==> src/rtl/cu_pkg.sv <==
// Shared definitions for the hardwired control unit: FSM state encoding,
// opcode map, datapath control codes and instruction field extraction.
// Instruction formats:
//   branch/memory : [15:10] opcode, [9:8] RSEL, [7:0] ADDR
//   ALU           : [15:10] opcode, [9] S, [8:6] DST, [5:3] SRC1, [2:0] SRC2
// Operand codes 4-7 name R1-R4; codes 0-3 name ARF registers (00/01 PC, 10 AR, 11 SP).
package cu_pkg;

    localparam int unsigned T_W    = 3;
    localparam int unsigned OPC_W  = 6;
    localparam int unsigned IR_W   = 16;
    localparam int unsigned FLAG_W = 4;
    localparam int unsigned FLAG_Z = 3;  // FlagsOut = {Z,C,N,O}

    // Defensive ceiling on execute length; no opcode legitimately reaches it.
    localparam logic [T_W-1:0] T_GUARD = T_W'(5);

    typedef enum logic [2:0] {
        RST_CLR = 3'd0,
        FETCH_L = 3'd1,
        FETCH_H = 3'd2,
        DECODE  = 3'd3,
        EXEC    = 3'd4,
        HALT    = 3'd5
    } state_t;

    localparam logic [OPC_W-1:0] OP_BRA = 6'h00;
    localparam logic [OPC_W-1:0] OP_BNE = 6'h01;
    localparam logic [OPC_W-1:0] OP_LD  = 6'h02;
    localparam logic [OPC_W-1:0] OP_ST  = 6'h03;
    localparam logic [OPC_W-1:0] OP_ADD = 6'h04;
    localparam logic [OPC_W-1:0] OP_SUB = 6'h05;
    localparam logic [OPC_W-1:0] OP_AND = 6'h06;
    localparam logic [OPC_W-1:0] OP_INC = 6'h07;
    localparam logic [OPC_W-1:0] OP_HLT = 6'h3F;

    localparam logic [4:0] ALU_PASS_A = 5'b10000;
    localparam logic [4:0] ALU_ADD    = 5'b10100;
    localparam logic [4:0] ALU_SUB    = 5'b10110;
    localparam logic [4:0] ALU_AND    = 5'b10111;

    localparam logic [2:0] FUN_DEC  = 3'b000;
    localparam logic [2:0] FUN_INC  = 3'b001;
    localparam logic [2:0] FUN_LOAD = 3'b010;
    localparam logic [2:0] FUN_CLR  = 3'b011;

    // ARF output-select codes
    localparam logic [1:0] ARF_PC = 2'b00;
    localparam logic [1:0] ARF_AR = 2'b10;
    localparam logic [1:0] ARF_SP = 2'b11;

    // ARF write-enable bits {PC, AR, SP}
    localparam logic [2:0] ARF_SEL_PC  = 3'b100;
    localparam logic [2:0] ARF_SEL_AR  = 3'b010;
    localparam logic [2:0] ARF_SEL_SP  = 3'b001;
    localparam logic [2:0] ARF_SEL_ALL = 3'b111;

    // RF output selects for scratch registers, scratch write-enables {S1,S2,S3,S4}
    localparam logic [2:0] RF_OUT_S1  = 3'b100;
    localparam logic [2:0] RF_OUT_S2  = 3'b101;
    localparam logic [3:0] SCR_SEL_S1 = 4'b1000;
    localparam logic [3:0] SCR_SEL_S2 = 4'b0100;

    localparam logic [1:0] MUXA_ALU  = 2'd0;
    localparam logic [1:0] MUXA_OUTC = 2'd1;
    localparam logic [1:0] MUXA_MEM  = 2'd2;
    localparam logic [1:0] MUXB_ALU  = 2'd0;
    localparam logic [1:0] MUXB_OUTC = 2'd1;
    localparam logic [1:0] MUXB_IR   = 2'd3;

    typedef struct packed {
        logic [OPC_W-1:0] opcode;
        logic [1:0]       rsel;
        logic             s;
        logic [2:0]       dst;
        logic [2:0]       src1;
        logic [2:0]       src2;
    } instr_t;

    // Both formats overlap in IR[9:0]; keep every view so EXEC can pick.
    function automatic instr_t decode_instr(input logic [IR_W-1:0] ir);
        instr_t f;
        f.opcode = ir[15:10];
        f.rsel   = ir[9:8];
        f.s      = ir[9];
        f.dst    = ir[8:6];
        f.src1   = ir[5:3];
        f.src2   = ir[2:0];
        return f;
    endfunction

    // R1..R4 write-enable, R1 in the MSB
    function automatic logic [3:0] rf_onehot(input logic [1:0] idx);
        return 4'b1000 >> idx;
    endfunction

    function automatic logic [2:0] arf_onehot(input logic [1:0] code);
        case (code)
            ARF_AR:  return ARF_SEL_AR;
            ARF_SP:  return ARF_SEL_SP;
            default: return ARF_SEL_PC;
        endcase
    endfunction

    function automatic logic [4:0] alu_code(input logic [OPC_W-1:0] opcode);
        case (opcode)
            OP_ADD:  return ALU_ADD;
            OP_SUB:  return ALU_SUB;
            default: return ALU_AND;
        endcase
    endfunction

endpackage

==> src/rtl/cu_seq_counter.sv <==
// Execute-phase timing counter T.
// Ports: clk, rst (sync, active-high), clr (return to T0), inc (advance), t (count).
module cu_seq_counter
    import cu_pkg::*;
(
    input  logic           clk,
    input  logic           rst,
    input  logic           clr,
    input  logic           inc,
    output logic [T_W-1:0] t
);

    always_ff @(posedge clk) begin
        if (rst || clr) begin
            t <= '0;
        end else if (inc) begin
            t <= t + T_W'(1);
        end
    end

endmodule

==> src/rtl/hardwired_control_unit.sv <==
// Hardwired sequencer for ArithmeticLogicUnitSystem: two fetch cycles, one
// decode cycle and 1-3 execute cycles per instruction. Outputs are Moore
// decodes of the state register, T and the latched instruction fields, except
// the BNE PC write which looks at Z during its single execute cycle.
// Ports: Clock, Reset (sync, active-high), IROut, FlagsOut in; RF_*, ALU_*,
// ARF_*, IR_LH/IR_Write, Mem_WR/Mem_CS, MuxA/B/CSel datapath controls out;
// Halted out only when CU_HALT_EN is defined (opcode 0x3F then parks the FSM
// in HALT until Reset; otherwise 0x3F is a NOP).
module hardwired_control_unit
    import cu_pkg::*;
(
    input  logic              Clock,
    input  logic              Reset,
    input  logic [IR_W-1:0]   IROut,
    input  logic [FLAG_W-1:0] FlagsOut,
    output logic [2:0]        RF_OutASel,
    output logic [2:0]        RF_OutBSel,
    output logic [2:0]        RF_FunSel,
    output logic [3:0]        RF_RegSel,
    output logic [3:0]        RF_ScrSel,
    output logic [4:0]        ALU_FunSel,
    output logic              ALU_WF,
    output logic [1:0]        ARF_OutCSel,
    output logic [1:0]        ARF_OutDSel,
    output logic [2:0]        ARF_FunSel,
    output logic [2:0]        ARF_RegSel,
    output logic              IR_LH,
    output logic              IR_Write,
    output logic              Mem_WR,
    output logic              Mem_CS,
    output logic [1:0]        MuxASel,
    output logic [1:0]        MuxBSel,
    output logic              MuxCSel
`ifdef CU_HALT_EN
    ,
    output logic              Halted
`endif
);

`ifdef CU_HALT_EN
    localparam logic HALT_EN = 1'b1;
`else
    localparam logic HALT_EN = 1'b0;
`endif

    state_t         state;
    state_t         state_next;
    instr_t         instr_q;
    logic [T_W-1:0] t;
    logic           exec_last;
    logic           src1_arf;
    logic           src2_arf;
    logic           dst_arf;
    logic           stage_s1;
    logic [T_W-1:0] alu_last_t;
    logic [OPC_W-1:0] dec_opcode;
    logic           unused_flags;

    assign unused_flags = ^FlagsOut[FLAG_Z-1:0];
    assign dec_opcode   = IROut[15:10];

    // Operand codes with bit 2 clear live in the ARF and must go through scratch.
    assign src1_arf   = ~instr_q.src1[2];
    assign src2_arf   = ~instr_q.src2[2];
    assign dst_arf    = ~instr_q.dst[2];
    assign alu_last_t = T_W'(src1_arf) + T_W'(src2_arf);
    assign stage_s1   = (t == '0) && src1_arf;

    // State register; Reset overrides mid-instruction
    always_ff @(posedge Clock) begin
        if (Reset) begin
            state <= RST_CLR;
        end else begin
            state <= state_next;
        end
    end

    // Instruction fields captured once per instruction
    always_ff @(posedge Clock) begin
        if (state == DECODE) begin
            instr_q <= decode_instr(IROut);
        end
    end

    cu_seq_counter u_seq (
        .clk (Clock),
        .rst (Reset),
        .clr ((state != EXEC) || (state_next != EXEC)),
        .inc (state == EXEC),
        .t   (t)
    );

    // Final execute cycle per opcode
    always_comb begin
        exec_last = 1'b1;
        case (instr_q.opcode)
            OP_ST:                 exec_last = (t == T_W'(1));
            OP_ADD, OP_SUB, OP_AND: exec_last = (t == alu_last_t);
            OP_INC:                exec_last = (instr_q.dst == instr_q.src1) ? (t == '0)
                                                                             : (t == T_W'(1));
            default:               exec_last = 1'b1;
        endcase
    end

    // Next-state logic
    always_comb begin
        state_next = state;
        case (state)
            RST_CLR: state_next = FETCH_L;
            FETCH_L: state_next = FETCH_H;
            FETCH_H: state_next = DECODE;
            DECODE: begin
                if (dec_opcode <= OP_INC) begin
                    state_next = EXEC;
                end else if (HALT_EN && (dec_opcode == OP_HLT)) begin
                    state_next = HALT;
                end else begin
                    state_next = FETCH_L;
                end
            end
            EXEC: begin
                if (exec_last || (t >= T_GUARD)) begin
                    state_next = FETCH_L;
                end
            end
            HALT:    state_next = HALT;
            default: state_next = RST_CLR;
        endcase
    end

    // Datapath control decode
    always_comb begin
        RF_OutASel  = '0;
        RF_OutBSel  = '0;
        RF_FunSel   = FUN_DEC;
        RF_RegSel   = '0;
        RF_ScrSel   = '0;
        ALU_FunSel  = '0;
        ALU_WF      = 1'b0;
        ARF_OutCSel = '0;
        ARF_OutDSel = '0;
        ARF_FunSel  = FUN_DEC;
        ARF_RegSel  = '0;
        IR_LH       = 1'b0;
        IR_Write    = 1'b0;
        Mem_WR      = 1'b0;
        Mem_CS      = 1'b1;
        MuxASel     = '0;
        MuxBSel     = '0;
        MuxCSel     = 1'b0;
`ifdef CU_HALT_EN
        Halted      = 1'b0;
`endif
        case (state)
            RST_CLR: begin
                ARF_FunSel = FUN_CLR;
                ARF_RegSel = ARF_SEL_ALL;
                RF_FunSel  = FUN_CLR;
                RF_RegSel  = 4'b1111;
                RF_ScrSel  = 4'b1111;
            end
            FETCH_L, FETCH_H: begin
                ARF_OutDSel = ARF_PC;
                Mem_CS      = 1'b0;
                IR_LH       = (state == FETCH_H);
                IR_Write    = 1'b1;
                ARF_FunSel  = FUN_INC;
                ARF_RegSel  = ARF_SEL_PC;
            end
            EXEC: begin
                case (instr_q.opcode)
                    OP_BRA, OP_BNE: begin
                        MuxBSel    = MUXB_IR;
                        ARF_FunSel = FUN_LOAD;
                        if ((instr_q.opcode == OP_BRA) || !FlagsOut[FLAG_Z]) begin
                            ARF_RegSel = ARF_SEL_PC;
                        end
                    end
                    OP_LD: begin
                        ARF_OutDSel = ARF_AR;
                        Mem_CS      = 1'b0;
                        MuxASel     = MUXA_MEM;
                        RF_FunSel   = FUN_LOAD;
                        RF_RegSel   = rf_onehot(instr_q.rsel);
                    end
                    OP_ST: begin
                        // Low byte at T0, high byte at T1; AR steps after the high byte
                        RF_OutASel  = {1'b0, instr_q.rsel};
                        ALU_FunSel  = ALU_PASS_A;
                        ARF_OutDSel = ARF_AR;
                        Mem_CS      = 1'b0;
                        Mem_WR      = 1'b1;
                        MuxCSel     = (t != '0);
                        if (t != '0) begin
                            ARF_FunSel = FUN_INC;
                            ARF_RegSel = ARF_SEL_AR;
                        end
                    end
                    OP_ADD, OP_SUB, OP_AND: begin
                        if (t < alu_last_t) begin
                            // Stage an ARF source into S1 (SRC1) or S2 (SRC2)
                            ARF_OutCSel = stage_s1 ? instr_q.src1[1:0] : instr_q.src2[1:0];
                            MuxASel     = MUXA_OUTC;
                            RF_FunSel   = FUN_LOAD;
                            RF_ScrSel   = stage_s1 ? SCR_SEL_S1 : SCR_SEL_S2;
                        end else begin
                            RF_OutASel = src1_arf ? RF_OUT_S1 : {1'b0, instr_q.src1[1:0]};
                            RF_OutBSel = src2_arf ? RF_OUT_S2 : {1'b0, instr_q.src2[1:0]};
                            ALU_FunSel = alu_code(instr_q.opcode);
                            ALU_WF     = instr_q.s;
                            if (dst_arf) begin
                                MuxBSel    = MUXB_ALU;
                                ARF_FunSel = FUN_LOAD;
                                ARF_RegSel = arf_onehot(instr_q.dst[1:0]);
                            end else begin
                                MuxASel   = MUXA_ALU;
                                RF_FunSel = FUN_LOAD;
                                RF_RegSel = rf_onehot(instr_q.dst[1:0]);
                            end
                        end
                    end
                    OP_INC: begin
                        if (t == '0) begin
                            if (dst_arf) begin
                                ARF_FunSel = FUN_INC;
                                ARF_RegSel = arf_onehot(instr_q.dst[1:0]);
                            end else begin
                                RF_FunSel = FUN_INC;
                                RF_RegSel = rf_onehot(instr_q.dst[1:0]);
                            end
                        end else begin
                            // Copy SRC1 into DST through OutC (ARF source) or the ALU
                            if (src1_arf) begin
                                ARF_OutCSel = instr_q.src1[1:0];
                                MuxASel     = MUXA_OUTC;
                                MuxBSel     = MUXB_OUTC;
                            end else begin
                                RF_OutASel = {1'b0, instr_q.src1[1:0]};
                                ALU_FunSel = ALU_PASS_A;
                                MuxASel    = MUXA_ALU;
                                MuxBSel    = MUXB_ALU;
                            end
                            if (dst_arf) begin
                                ARF_FunSel = FUN_LOAD;
                                ARF_RegSel = arf_onehot(instr_q.dst[1:0]);
                            end else begin
                                RF_FunSel = FUN_LOAD;
                                RF_RegSel = rf_onehot(instr_q.dst[1:0]);
                            end
                        end
                    end
                    default: ;
                endcase
            end
            HALT: begin
`ifdef CU_HALT_EN
                Halted = 1'b1;
`endif
            end
            default: ;
        endcase
    end

endmodule

==> config.mk <==
export PLATFORM = sky130hd
export DESIGN_NAME = hardwired_control_unit
export DESIGN_NICKNAME = d
export VERILOG_FILES = /design/src/rtl/cu_pkg.sv /design/src/rtl/cu_seq_counter.sv /design/src/rtl/hardwired_control_unit.sv
export SDC_FILE = /design/constraint.sdc
export NUM_CORES = 1
export LEC_CHECK = 0
export CAP_MARGIN = 10
export CORE_ASPECT_RATIO = 1.75
export CORE_MARGIN = 1.5
export CORE_UTILIZATION = 47
export CTS_CLUSTER_SIZE = 8
export DETAILED_ROUTE_END_ITERATION = 8
export PLACE_DENSITY = 0.85
export SLEW_MARGIN = 20
export SYNTH_ARGS = -nofsm -noshare
export SYNTH_HDL_FRONTEND = slang
export SYNTH_SLANG_ARGS = --single-unit
==> constraint.sdc <==
create_clock -name Clock -period 3.05 [get_ports Clock]
set_input_delay 0.305 -clock Clock [delete_from_list [all_inputs] [get_ports Clock]]
set_output_delay 0.305 -clock Clock [all_outputs]
set_load 0.03 [all_outputs]
# Yosys cells after proc, flatten, opt, wreduce, memory -nomap -nowiden
# Index checks and enable logic that the tools add are counted.
# W data, S select, Z words.
dict set report totals {
  out_inout_bits 42
  word_cells 125
  ff_bits 24
  inputBits 22
}
dict set report op_classes {
  n_reduce_logical 14
  n_addsub 2
  muxes 75
  shift 2
  order_cmp 3
  n_bitwise 2
  eq_ne 19
}
# cell count
set op_table {}
lappend op_table {{$mux W3} 14}
lappend op_table {{$pmux W3 S3} 4}
lappend op_table {{$mux W2} 16}
lappend op_table {{$eq A6 B3 Y1 const B} 4}
lappend op_table {{$pmux W3 S4} 2}
lappend op_table {{$mux W4} 5}
lappend op_table {{$mux W5} 4}
lappend op_table {{$pmux W3 S6} 1}
lappend op_table {{$mux W1} 17}
lappend op_table {{$pmux W4 S2} 2}
lappend op_table {{$pmux W5 S3} 1}
lappend op_table {{$eq A6 B2 Y1 const B} 2}
lappend op_table {{$pmux W2 S2} 3}
lappend op_table {{$pmux W3 S2} 2}
lappend op_table {{$pmux W4 S3} 1}
lappend op_table {{$shr A4 B2 Y4 const A} 2}
lappend op_table {{$eq A3 B1 Y1 const B} 2}
lappend op_table {{$eq A3 B2 Y1 const B} 2}
lappend op_table {{$eq A3 B3 Y1 const B} 2}
lappend op_table {{$eq A6 B1 Y1 const B} 1}
lappend op_table {{$le A6 B3 Y1 const B} 1}
lappend op_table {{$logic_not A3 Y1} 2}
lappend op_table {{$logic_not A6 Y1} 1}
lappend op_table {{$ne A3 B3 Y1 const B} 2}
lappend op_table {{other kinds (17)} 24}

# Logic depth before layout (Yosys ltp)
# Gate-level depths: netlist (run 1).
dict set report depth {
  depth_word 10
  depth_mapped 9
  mapped_depth_nobuf 9
}

# Modules after synthesis
# Synthesis (run 1) repeated with hierarchy kept, for this count alone.
dict set report unflattened {
  cells_unflattened 188
  area_unflattened_um2 1591.5
}
# module n_inst cells_each area_each_um2 seq_area_each_um2
set by_module_without_submodules {}
lappend by_module_without_submodules {hardwired_control_unit 1 177 1460.2 540.5}
lappend by_module_without_submodules {cu_seq_counter 1 11 131.4 60.1}

# Worst setup path after synthesis (run 1)
# Ideal clock, no wire load.
dict set report synth_timing {
  path_kind {flip-flop to output port}
  startpoint {reg instr_q[5] in the netlist's numbering}
  endpoint {out RF_RegSel[1]}
  path_buffers 0
  required_ps 2745
  arrival_ps 2749
  setup_slack_ps -4
  path_stages_with_launch 8
  path_cell_list {edfxtp_1 > inv_1 > ha_1 > ha_1 > nand2b_1 > a31oi_2 > nand2_1 > o311ai_0}
}
dict set report synth_via {
  elab_chain_cells 6
}
# item line_no
set synth_lines {}
lappend synth_lines {{from (decl)} hardwired_control_unit.sv:48} ;# instr_t instr_q;
lappend synth_lines {{from (signal assigned)} hardwired_control_unit.sv:81} ;# instr_q <= decode_instr(IROut);
lappend synth_lines {{$not A1 Y1} hardwired_control_unit.sv:63} ;# assign src1_arf = ~instr_q.src1[2];
lappend synth_lines {{$add A1 B1 Y2} hardwired_control_unit.sv:66} ;# assign alu_last_t = T_W'(src1_arf) + T_W'(src2_arf);
lappend synth_lines {{$lt A3 B2 Y1} hardwired_control_unit.sv:200} ;# if (t < alu_last_t) begin
lappend synth_lines {{$mux W4} hardwired_control_unit.sv:200}
lappend synth_lines {{$pmux W4 S3} hardwired_control_unit.sv:171} ;# case (instr_q.opcode)
lappend synth_lines {{$pmux W4 S2} hardwired_control_unit.sv:154} ;# case (state)
lappend synth_lines {{to (decl)} hardwired_control_unit.sv:19} ;# output logic [3:0] RF_RegSel,
# Every way passes these cells.

# Worst setup path after layout (run 1)
dict set report layout_timing {
  startpoint {reg instr_q[14] in the netlist's numbering}
  endpoint {out MuxASel[1]}
}
dict set report layout_via {
  elab_chain_cells 4
  word_cells_on_any_way 8
  classes_between {eq/ne: 5; mux: 2; reduce/logical: 1}
}
# item line_no
set layout_lines {}
lappend layout_lines {{$eq A6 B3 Y1} hardwired_control_unit.sv:171}
lappend layout_lines {{$reduce_or A3 Y1} hardwired_control_unit.sv:171}
lappend layout_lines {{$pmux W2 S3 (*)} hardwired_control_unit.sv:171}
lappend layout_lines {{$mux W2 (*)} hardwired_control_unit.sv:154}
lappend layout_lines {{to (decl)} hardwired_control_unit.sv:31} ;# output logic [1:0] MuxASel,
# Mark *: on every way between the ends. The rest lies on a longest branch, timed or not.

==> metrics.md, run 1 <==
| Metric | Value |
|---|---|
| Number of detailed-routing iterations run before antenna repair | `4` |
| Crit start category | `flop` |
| Final hold violation count | `0` |
| Critical Path End Type | `primary output` |
| Sequential share of the synthesized area | `36.9%` |
| Actual transition at the worst max-transition pin | `700 ps` |
| Number of global-route vias before repair | `1582` |
| Internal Dissipation | `627 uW` |
| Height of the die | `80.9 microns` |
| First-pass GRT wire length | `7060 microns` |
| Warning count from the yosys run | `0` |
| Number of antenna violations at the first check in global routing | `0` |
| Final worst-path cycle share | `96.5%` |
| Cts hold-fix bufs | `0` |
| Initial Utilization | `48.4%` |
| Status | `complete, no violations` |
| Required time reported for the critical path endpoint | `2740 ps` |
| Routed wire per std cell | `16.1 microns` |
| Number of buffers inserted during clock tree synthesis | `3` |
| Number of resized instances in the post-cts repair step | `22` |
| Net switching power | `292 uW` |
| Share of final-layout standard cells stronger than drive strength 1 | `9.84%` |
| Mean instance size in the synthesized netlist | `8.67 sq um` |
| Clock slew at reported path FFs | `80 ps` |
| Part of the power in the clock network | `29.5%` |
| Type of the worst min-delay path | `primary input to flop` |
| Post-route clock skew | `4.06 ps` |
| Shortest clock period the worst path allows after layout | `2940 ps` |
| Count of buffer and inverter cells on the critical path | `1` |
| Highest cell delay on the worst timing path | `680 ps` |
| Clock Tree Buf Depth | `2` |
| Synth cell types | `49` |
| Final-stage net count | `273` |
| Standard-cell rows | `28` |
| Class of the most critical setup path | `flop to primary output` |
| Unrepaired setup endpoints after global routing | `no` |
| Worst-case vdd ir drop | `0.000370 V` |
| Fraction of synthesis flops using an asynchronous set or reset pin | `0%` |
| Residual overflow from global routing | `0` |
| Chip width | `47.5 microns` |
| Number of setup violations in the final report | `0` |
| Cell type group with the largest total delay on the critical path | `simple AND/OR/NAND/NOR gates` |
| Number of design rule violations left after detail routing | `0` |
| Cell taking the most area after synthesis | `sky130_fd_sc_hd__edfxtp_1` |
| Hold Slack | `586 ps` |
| Pre-CTS WS | `102 ps` |
| Maximum clock frequency | `0.340 GHz` |
| Number of I/O pins | `64` |
| Sequential Power Share | `39.2%` |
| Cell-by-cell listing of the critical path | `or4_1 -> nor2_1 -> and2_1 -> nor2b_1 -> clkdlybuf4s50_1` |
| Post-CTS setup repair buffer count | `0` |
| Pin count of the biggest net entering global routing | `17` |
| Combinational cell fraction of total power | `31.3%` |
| Post-synthesis sequential element count | `22` |
| Critical Path Fanout Max | `5` |
| Proportion of netlist area held by the largest area contributor | `29.5%` |
| Cell Pwr Density | `401 mW/mm^2` |
| Number of enable flip-flop cells after synthesis | `16` |
| Cell count after synthesis | `188` |
| Number of buffers inserted by port buffering | `56` |
| Normalized max-slew margin | `53.3%` |
| Fillcell total | `311` |
| Area Growth Syn to Fin | `40.8%` |
| Post-detail-place hpwl | `3580 microns` |
| Total design power | `920 uW` |
| Avg Vias per Cell | `5.68` |
| Cell at the root of the clock tree | `sky130_fd_sc_hd__clkbuf_8` |
| Combined global-route utilization of all metal layers | `25.9%` |
| Placer's final routability congestion estimate | `0.885` |
| H-tree depth | `1` |
| Worst path arrival time | `2640 ps` |
| Insertion delay to the later sink of the worst-skew pair | `270 ps` |
| WL final | `4660 microns` |
| Leakage | `0.000952 uW` |
| Final setup margin | `106 ps` |
| Vias after detailed routing | `1641` |
| Standard cell with the maximum stage delay on the critical path | `sky130_fd_sc_hd__clkdlybuf4s50_1` |
| Post-route antenna net violation count | `0` |
| Share of total power consumed by net switching | `31.8%` |
| Starting DRC count in detailed routing | `54` |
| Clock Sinks | `22` |
| Total count of max-transition violations in the final report | `0` |
| Main area contributors after synthesis | `sky130_fd_sc_hd__edfxtp_1 (29%), sky130_fd_sc_hd__dfxtp_1 (7.4%), sky130_fd_sc_hd__nand2_1 (5.1%), sky130_fd_sc_hd__ha_1 (4.6%), sky130_fd_sc_hd__nor2_1 (3.9%)` |
| # diodes | `0` |
| Sum of negative setup slack | `0 ps` |
| Most frequently used flop master after synthesis | `sky130_fd_sc_hd__edfxtp_1` |
| Number of violations of the max-capacitance limit | `0` |
| Area of the core | `0.00336 sq mm` |
| Cell area after technology mapping | `0.00163 sq mm` |
| Clock tree from TritonCTS | `done` |
| Die Outline Area | `0.00384 sq mm` |
-- per-stage QoR --
| stage | instances | area (sq um) | utilization (%) |
|---|---|---|---|
| floorplan | 191 | 1640 | - |
| global placement | 285 | 2230 | 66.3 |
| detailed placement | 285 | 2230 | 66.3 |
| CTS | 289 | 2290 | 68.0 |
| global route | 289 | 2290 | 68.2 |
| finish | 289 | 2290 | 68.2 |
-- cells in the mapped netlist, drive strengths merged (3+ instances only) --
library cell and count:
nand3 5, dfxtp 6, or3 4, nand3b 3, nand2b 6, edfxtp 16, o21ai 6, a31oi 3
nor2b 3, nor3 9, ha 6, o21a 5, nor2 17, o221ai 4, a21oi 6, and3 3
nand2 22, clkbuf 6, inv 12, xnor2 5, nand4 4, buf 7, and2 4
-- area by class of cell --
class                   instances  area (sq um)  share of cell area (%)
clock buffers                   3          41.3                    1.80
clock inverters                 1          30.0                    1.31
inverters                      12          45.0                    1.96
multi-input cells             144           942                    41.1
flip-flops and latches         22           601                    26.2
well taps                      45          56.3                    2.45
repair buffers                 62           578                    25.2
-- metal layers --
metal,share of wire [%],up-vias,GRT usage [%]
met5,0,-,0
met4,5.1,0,14.2
met3,4.4,19,2.67
met2,54,70,45.1
met1,36,759,28.7
li1,-,793,-
-- flip-flops by register name, summed over array words and instances, names as in the netlist --
name     count
instr_q     16
state        3
u_seq.t      3
-- cells in the final DEF (no fill, tap or decap), types with 3 or more instances in the layout --
master | Yosys | layout
sky130_fd_sc_hd__edfxtp_1 | 16 | 16
sky130_fd_sc_hd__or3_1 | 3 | 3
sky130_fd_sc_hd__dfxtp_1 | 6 | 6
sky130_fd_sc_hd__a21oi_1 | 6 | 5
sky130_fd_sc_hd__nor3_1 | 9 | 9
sky130_fd_sc_hd__buf_4 | 6 | 6
sky130_fd_sc_hd__clkbuf_2 | 0 | 4
sky130_fd_sc_hd__nand3b_1 | 3 | 3
sky130_fd_sc_hd__nand2_1 | 22 | 22
sky130_fd_sc_hd__and3_1 | 3 | 3
sky130_fd_sc_hd__o21ai_0 | 6 | 6
sky130_fd_sc_hd__clkdlybuf4s50_1 | 0 | 31
sky130_fd_sc_hd__dlymetal6s2s_1 | 0 | 5
sky130_fd_sc_hd__inv_1 | 12 | 12
sky130_fd_sc_hd__nand3_1 | 5 | 5
sky130_fd_sc_hd__ha_1 | 6 | 6
sky130_fd_sc_hd__nand4_1 | 4 | 4
sky130_fd_sc_hd__conb_1 | 1 | 4
sky130_fd_sc_hd__o21a_1 | 5 | 5
sky130_fd_sc_hd__dlygate4sd2_1 | 0 | 16
sky130_fd_sc_hd__xnor2_1 | 5 | 5
sky130_fd_sc_hd__and2_1 | 3 | 3
sky130_fd_sc_hd__nor2_1 | 17 | 16
sky130_fd_sc_hd__clkbuf_8 | 0 | 3
sky130_fd_sc_hd__o221ai_1 | 4 | 4
sky130_fd_sc_hd__nand2b_1 | 6 | 6
sky130_fd_sc_hd__nor2b_1 | 3 | 3
-- worst paths after layout --
check | endpoint | slack, ps | depth (start not counted) | start
max | MuxASel[1] | 110 | 5 | instr_q[14]
min | instr_q[10] | 590 | 1 | IROut[8]
max reg2reg | state[0] | 930 | 7 | instr_q[5]
min reg2reg | u_seq.t[0] | 620 | 2 | u_seq.t[0]
-- cell families after synthesis --
group	share of synthesized area, %
mux	1.38
buf+inv	7.22
simple gates	29.3
flops	36.9
other cells	0.230
fa+ha+maj	4.61
compound gates	17.2
xor+xnor	3.23
-- power by group through the flow --
stage,clock network [uW],registers (uW),logic [uW]
6_report,271,361,288
5_1_grt,284,363,307
4_1_cts,273,360,290
3_5_place_dp,0,366,302
3_3_place_gp,0,365,300
2_1_floorplan,0,350,193
Note: power is estimated with default switching activity, not from simulation.
==> inputs of run 2 (changes only) <==
==> constraint.sdc (replaced) <==
create_clock -name Clock -period 3.75 [get_ports Clock]
set_input_delay 0.375 -clock Clock [delete_from_list [all_inputs] [get_ports Clock]]
set_output_delay 0.375 -clock Clock [all_outputs]
set_load 0.03 [all_outputs]
==> run 2 against run 1 <==
- worst setup slack improved by 140 ps
- count of clock-buffer cells in the layout stayed put
- first-iteration DRC count down 24%
- clock skew decreased by 0.79 ps
- register-to-register slack improved by 600 ps
- design area fell by 1.3%
- core utilization down 0.89 points
- worst hold slack improved by 22 ps
- non-clock buffer count down 5
- total power down 18%
- via count decreased by 1.3%
==> metrics.md, run 2 (synthesis results as in run 1) <==
| Metric | Value |
|---|---|
| Status | `complete, no violations` |
| Worst path arrival time | `3130 ps (+490 ps)` |
| Launching point of the worst reg2reg path | `instr_q[5]` |
| Placer's final routability congestion estimate | `0.885 (about the same)` |
| Initial Utilization | `48.4% (unchanged)` |
| Shortest clock period the worst path allows after layout | `3500 ps` |
| Post-CTS setup repair buffer count | `0 (unchanged)` |
| Post-route clock skew | `3.27 ps (-0.788 ps)` |
| Most frequent standard cell in the layout excluding fill and tap cells | `sky130_fd_sc_hd__clkdlybuf4s50_1` |
| Flip-flop count of the largest register, all copies and words added | `16 (unchanged)` |
| Total count of max-transition violations in the final report | `0 (unchanged)` |
| Number of global-route vias before repair | `1459 (-7.8%)` |
| Worst-case vdd ir drop | `0.000387 V (+4.7%)` |
| Crit start category | `flop` |
| Area Growth Syn to Fin | `38.9%` |
| Number of buffers inserted during clock tree synthesis | `3 (unchanged)` |
| Starting DRC count in detailed routing | `41 (-24%)` |
| Post-route antenna net violation count | `0 (unchanged)` |
| R2r setup slk | `1530 ps (+600 ps)` |
| Crit path from | `instr_q[5]` |
| Worst flop-to-flop path endpoint | `state[0]` |
| Height of the die | `80.9 microns (unchanged)` |
| First-pass GRT wire length | `6700 microns (-5.1%)` |
| Sum of negative setup slack | `0 ps (unchanged)` |
| Vias after detailed routing | `1620 (-1.3%)` |
| Combined global-route utilization of all metal layers | `24.1% (-1.8 points)` |
| Final hold violation count | `0 (unchanged)` |
| Top flop regs | `instr_q x16, state x3, u_seq.t x3` |
| Area of the core | `0.00336 sq mm (unchanged)` |
| Required time reported for the critical path endpoint | `3380 ps (+640 ps)` |
| Critical Path Fanout Max | `6 (+1)` |
| Cts hold-fix bufs | `0 (unchanged)` |
| Count of placed standard cells including taps | `280 (-1.8%)` |
| Number of antenna violations at the first check in global routing | `0 (unchanged)` |
| Post-detail-place hpwl | `3550 microns (-0.98%)` |
| # diodes | `0 (unchanged)` |
| Number of buffers inserted by port buffering | `56 (unchanged)` |
| Die Outline Area | `0.00384 sq mm (unchanged)` |
| Depth of the most critical reg-to-reg path | `7 (unchanged)` |
| Class of the most critical setup path | `flop to primary output` |
| Cell at the root of the clock tree | `sky130_fd_sc_hd__clkbuf_8` |
| Final-stage net count | `268 (-1.8%)` |
| Unrepaired setup endpoints after global routing | `no` |
| Routed wire per std cell | `15.7 microns (-2.4%)` |
| Number of violations of the max-capacitance limit | `0 (unchanged)` |
| Avg Vias per Cell | `5.70 (+0.46%)` |
| Final std cells w/o fill | `284 (-1.7%)` |
| Clock slew at reported path FFs | `80 ps (about the same)` |
| Number of setup violations in the final report | `0 (unchanged)` |
| H-tree depth | `1 (unchanged)` |
| Clock Tree Buf Depth | `2 (unchanged)` |
| Most used cells in the layout excluding fill and tap cells | `sky130_fd_sc_hd__clkdlybuf4s50_1 (56), sky130_fd_sc_hd__nand2_1 (22), sky130_fd_sc_hd__nor2_1 (17), sky130_fd_sc_hd__edfxtp_1 (16), sky130_fd_sc_hd__inv_1 (12)` |
| Pin count of the biggest net entering global routing | `17 (unchanged)` |
| Residual overflow from global routing | `0 (unchanged)` |
| Standard-cell rows | `28 (unchanged)` |
| Total design power | `756 uW (-18%)` |
| Insertion delay to the later sink of the worst-skew pair | `260 ps (about the same)` |
| Number of resized instances in the post-cts repair step | `0 (-100%)` |
| WL final | `4470 microns (-4.1%)` |
| Clock tree from TritonCTS | `done` |
| Setup crit end | `RF_RegSel[1]` |
| Register with the highest flop count | `instr_q` |
| Number of design rule violations left after detail routing | `0 (unchanged)` |
| Chip width | `47.5 microns (unchanged)` |
| Share of final-layout standard cells stronger than drive strength 1 | `5.02% (-4.8 points)` |
| Type of the worst min-delay path | `flop to flop` |
| Clock Sinks | `22 (unchanged)` |
| Critical Path End Type | `primary output` |
| Actual transition at the worst max-transition pin | `698 ps (-1.93 ps)` |
| Final worst-path cycle share | `93.4%` |
| Normalized max-slew margin | `53.5% (+0.13 points)` |
| Number of detailed-routing iterations run before antenna repair | `4 (unchanged)` |
| Leakage | `0.000800 uW (-16%)` |
| Number of I/O pins | `64 (unchanged)` |
| Cell Pwr Density | `334 mW/mm^2 (-17%)` |
| Maximum clock frequency | `0.285 GHz` |
run 2: changes by cell type in the layout (fill, tap and decap cells not counted), moves of 4 or more:
| cell | previous run | this run |
|---|---|---|
| sky130_fd_sc_hd__dlymetal6s2s_1 | 5 | 0 |
| sky130_fd_sc_hd__buf_4 | 6 | 1 |
| sky130_fd_sc_hd__clkdlybuf4s50_1 | 31 | 56 |
| sky130_fd_sc_hd__clkbuf_2 | 4 | 0 |
| sky130_fd_sc_hd__dlygate4sd2_1 | 16 | 0 |
run 2: layout make-up:
type,instances,area (sq um)
fillers,291,1100
multi-input cells,144,922
flip-flops and latches,22,601
repair buffers,57,568
well taps,45,56.3
inverters,12,45.0
clock buffers,3,41.3
clock inverters,1,30.0
run 2: worst min-delay path by stage:
stage	from	endpoint	slack, ps	depth (start not counted)
after floorplan	Reset	u_seq.t[2]	450	1
after global placement	state[2]	state[1]	570	1
after detailed placement	state[2]	state[1]	580	1
after CTS	state[2]	state[1]	600	1
after global routing	IROut[6]	instr_q[6]	650	1
final	state[2]	state[1]	610	1
run 2: through the flow:
step / area [sq um] / worst slack (ps) / hold WS [ps] / utilization, %
floorplan: 1640 / 626 / 451 / -
global placement: 2190 / 570 / 569 / 65.2
detailed placement: 2190 / 535 / 584 / 65.2
global route: 2260 / 58.9 / 652 / 67.3
CTS: 2260 / 254 / 601 / 67.3
finish: 2260 / 247 / 608 / 67.3
run 2: critical path, stage by stage, from the launching register on:
cell                              delay [ps]
sky130_fd_sc_hd__edfxtp_1                500
sky130_fd_sc_hd__inv_1                   190
sky130_fd_sc_hd__ha_1                    260
sky130_fd_sc_hd__ha_1                    170
sky130_fd_sc_hd__nand2b_1                230
sky130_fd_sc_hd__a31oi_2                 380
sky130_fd_sc_hd__nand2_1                 110
sky130_fd_sc_hd__o311ai_0                280
sky130_fd_sc_hd__clkdlybuf4s50_1         730
run 2: where the power goes:
group          switching, uW  internal [uW]  total [uW]  leakage, uW
logic                    142            102         243     0.000569
clock network           77.5            143         220    0.0000357
registers               18.4            274         293     0.000195
run 2: layer usage:
| layer | share of wire (%) | vias up | track usage, % |
|---|---|---|---|
| met3 | 5.1 | 18 | 3.78 |
| met4 | 4.3 | 0 | 12.5 |
| met1 | 35 | 747 | 25.8 |
| li1 | - | 781 | - |
| met2 | 55 | 74 | 42.4 |
| met5 | 0 | - | 0 |
==> inputs of run 3 (changes only) <==
--- a/config.mk
+++ b/config.mk
@@ -6,11 +6,11 @@
 export NUM_CORES = 1
 export LEC_CHECK = 0
 export CAP_MARGIN = 10
-export CORE_ASPECT_RATIO = 1.75
 export CORE_MARGIN = 1.5
 export CORE_UTILIZATION = 47
 export CTS_CLUSTER_SIZE = 8
 export DETAILED_ROUTE_END_ITERATION = 8
+export MAX_ROUTING_LAYER = met4
 export PLACE_DENSITY = 0.85
 export SLEW_MARGIN = 20
 export SYNTH_ARGS = -nofsm -noshare
==> run 3 against run 2 <==
- clock power is 48% lower
- non-clock buffer count is 2 higher
- wire length is 1.3% higher
- largest cell class unchanged
- combinational power hardly changed
- die area is 0.36% lower
- count of clock-buffer cells in the layout stayed put
- critical path depth stayed put
- cell count is 1.1% higher
- sequential share of layout area is 0.24 points higher
- register-to-register slack worse by 30 ps
- core utilization is 0.070 points lower
- global-route usage is 0.39 points higher
- critical endpoint is now RF_RegSel[3]
==> metrics.md, run 3 (synthesis results as in run 1) <==
| Metric | Value |
|---|---|
| Actual transition at the worst max-transition pin | `775 ps (+77.4 ps)` |
| Pre-CTS WS | `559 ps (+24.1 ps)` |
| Register with the highest flop count | `instr_q` |
| Flip-flop count of the largest register, all copies and words added | `16 (unchanged)` |
| Most frequent standard cell in the layout excluding fill and tap cells | `sky130_fd_sc_hd__clkdlybuf4s50_1` |
| Final-stage net count | `270 (+0.75%)` |
| Final setup margin | `258 ps (+11.5 ps)` |
| Die Outline Area | `0.00383 sq mm (-0.36%)` |
| Post-route clock skew | `6.77 ps (+3.50 ps)` |
| Number of design rule violations left after detail routing | `0 (unchanged)` |
| Avg Vias per Cell | `5.68 (-0.50%)` |
| Sum of negative setup slack | `0 ps (unchanged)` |
| Crit start category | `flop` |
| Starting DRC count in detailed routing | `85 (+110%)` |
| Count of placed standard cells including taps | `283 (+1.1%)` |
| Required time reported for the critical path endpoint | `3380 ps (about the same)` |
| Final core utilization | `67.2% (-0.070 points)` |
| Shortest clock period the worst path allows after layout | `3490 ps (-11.5 ps)` |
| Standard-cell rows | `21 (-25%)` |
| Final hold violation count | `0 (unchanged)` |
| Type of the worst min-delay path | `primary input to flop` |
| Clock Tree Buf Depth | `2 (unchanged)` |
| Chip width | `61.9 microns (+30%)` |
| Worst-case vdd ir drop | `0.000188 V (-51%)` |
| Pin count of the biggest net entering global routing | `17 (unchanged)` |
| Placer's final routability congestion estimate | `0.916 (+3.5%)` |
| Combined global-route utilization of all metal layers | `24.5% (+0.39 points)` |
| H-tree depth | `1 (unchanged)` |
| Post-detail-place hpwl | `3520 microns (-0.65%)` |
| Area Growth Syn to Fin | `37.7%` |
| WL final | `4530 microns (+1.3%)` |
| Top flop regs | `instr_q x16, state x3, u_seq.t x3` |
| Routed wire per std cell | `15.8 microns (+0.22%)` |
| Number of global-route vias before repair | `1432 (-1.9%)` |
| Area of the core | `0.00334 sq mm (-0.78%)` |
| Number of antenna violations at the first check in global routing | `0 (unchanged)` |
| Post-CTS setup repair buffer count | `0 (unchanged)` |
| Number of violations of the max-capacitance limit | `0 (unchanged)` |
| Share of final-layout standard cells stronger than drive strength 1 | `5.81% (+0.79 points)` |
| Critical Path Fanout Max | `6 (unchanged)` |
| Post-route antenna net violation count | `0 (unchanged)` |
| Height of the die | `61.9 microns (-23%)` |
| Cell at the root of the clock tree | `sky130_fd_sc_hd__clkbuf_4` |
| Most used cells in the layout excluding fill and tap cells | `sky130_fd_sc_hd__clkdlybuf4s50_1 (54), sky130_fd_sc_hd__nand2_1 (22), sky130_fd_sc_hd__nor2_1 (17), sky130_fd_sc_hd__edfxtp_1 (16), sky130_fd_sc_hd__inv_1 (12)` |
| Insertion delay to the later sink of the worst-skew pair | `310 ps (+50 ps)` |
| Number of buffers inserted by port buffering | `56 (unchanged)` |
| Final std cells w/o fill | `287 (+1.1%)` |
| # diodes | `0 (unchanged)` |
| Total count of max-transition violations in the final report | `0 (unchanged)` |
| Leakage | `0.000808 uW (+1.0%)` |
| Residual overflow from global routing | `0 (unchanged)` |
| Final design area excluding fillers | `0.00224 sq mm (-0.88%)` |
| Number of setup violations in the final report | `0 (unchanged)` |
| Unrepaired setup endpoints after global routing | `no` |
| Final worst-path cycle share | `93.1% (-0.31 points)` |
| Worst path arrival time | `3120 ps (about the same)` |
| Number of I/O pins | `64 (unchanged)` |
| Class of the most critical setup path | `flop to primary output` |
| Number of detailed-routing iterations run before antenna repair | `5 (+1)` |
| Number of buffers inserted during clock tree synthesis | `3 (unchanged)` |
| Clock tree from TritonCTS | `done` |
| Cell Pwr Density | `290 mW/mm^2 (-13%)` |
| Initial Utilization | `48.8% (+0.38 points)` |
| Maximum clock frequency | `0.286 GHz (+0.33%)` |
| Normalized max-slew margin | `48.3% (-5.2 points)` |
| Placed cell areas | `0.00221 sq mm (+0.74%)` |
| Clock Sinks | `22 (unchanged)` |
| Status | `complete, no violations` |
| Clock slew at reported path FFs | `130 ps (+50 ps)` |
| Critical Path End Type | `primary output` |
| Vias after detailed routing | `1629 (+0.56%)` |
| First-pass GRT wire length | `6600 microns (-1.5%)` |
==> run 3: cell count changes in the layout (fill, tap and decap cells not counted), sizes merged <==
cell,delta
clkinv,+1
bufinv,-1
clkdlybuf4s50,-2
dlymetal6s2s,+2
buf,+2
==> run 3: cell type report <==
cell class	instances	area [sq um]
clock buffer	3	22.5
clock inverter	1	3.75
fill	292	1090
inverter	12	45.0
multi-input combinational	144	926
sequential	22	601
tap	46	57.6
timing repair buffer	59	588
==> run 3: final timing paths <==
check / from / end / slack [ps] / cells past startpoint
setup reg to reg: instr_q[5] / state[0] / 1500 / 7
hold / removal: IROut[6] / instr_q[6] / 600 / 1
setup / recovery: instr_q[5] / RF_RegSel[3] / 260 / 8
hold reg to reg: u_seq.t[0] / u_seq.t[0] / 610 / 2
==> run 3: through the flow <==
step | power, uW | hold WS [ps]
6_report | 651 | 605
5_1_grt | 680 | 598
4_1_cts | 655 | 600
3_5_place_dp | 542 | 592
3_3_place_gp | 537 | 584
2_1_floorplan | 441 | 451
==> run 3: what timing repair did <==
action,4_1_cts,5_1_grt
setup endpoints to repair,0,3
resized for setup,0,3
hold buffers,0,0
==> run 3: where the power goes <==
group          internal, uW  switching, uW  total (uW)
sequential              274           18.8         293
clock                  38.9           75.0         114
combinational           104            140         244
total                   417            234         651
==> run 3: worst max-delay path, stage by stage, from the launching register on <==
cell and delay, ps:
sky130_fd_sc_hd__edfxtp_1 510, sky130_fd_sc_hd__inv_1 190, sky130_fd_sc_hd__ha_1 260, sky130_fd_sc_hd__ha_1 180, sky130_fd_sc_hd__nand2b_1 240, sky130_fd_sc_hd__a31oi_2 380, sky130_fd_sc_hd__nand3b_1 150, sky130_fd_sc_hd__o221ai_1 200
sky130_fd_sc_hd__clkdlybuf4s50_1 700
==> run 3: layer usage <==
metal / part of all wire (%) / GRT usage [%] / wire, microns / vias to the layer above
met2: 51 / 42.0 / 2300 / 64
met3: 5.7 / 2.07 / 257 / 8
met4: 1.2 / 7.29 / 54 / 0
met1: 42 / 30.8 / 1920 / 771
met5: 0 / - / 0 / -
li1: - / - / - / 786
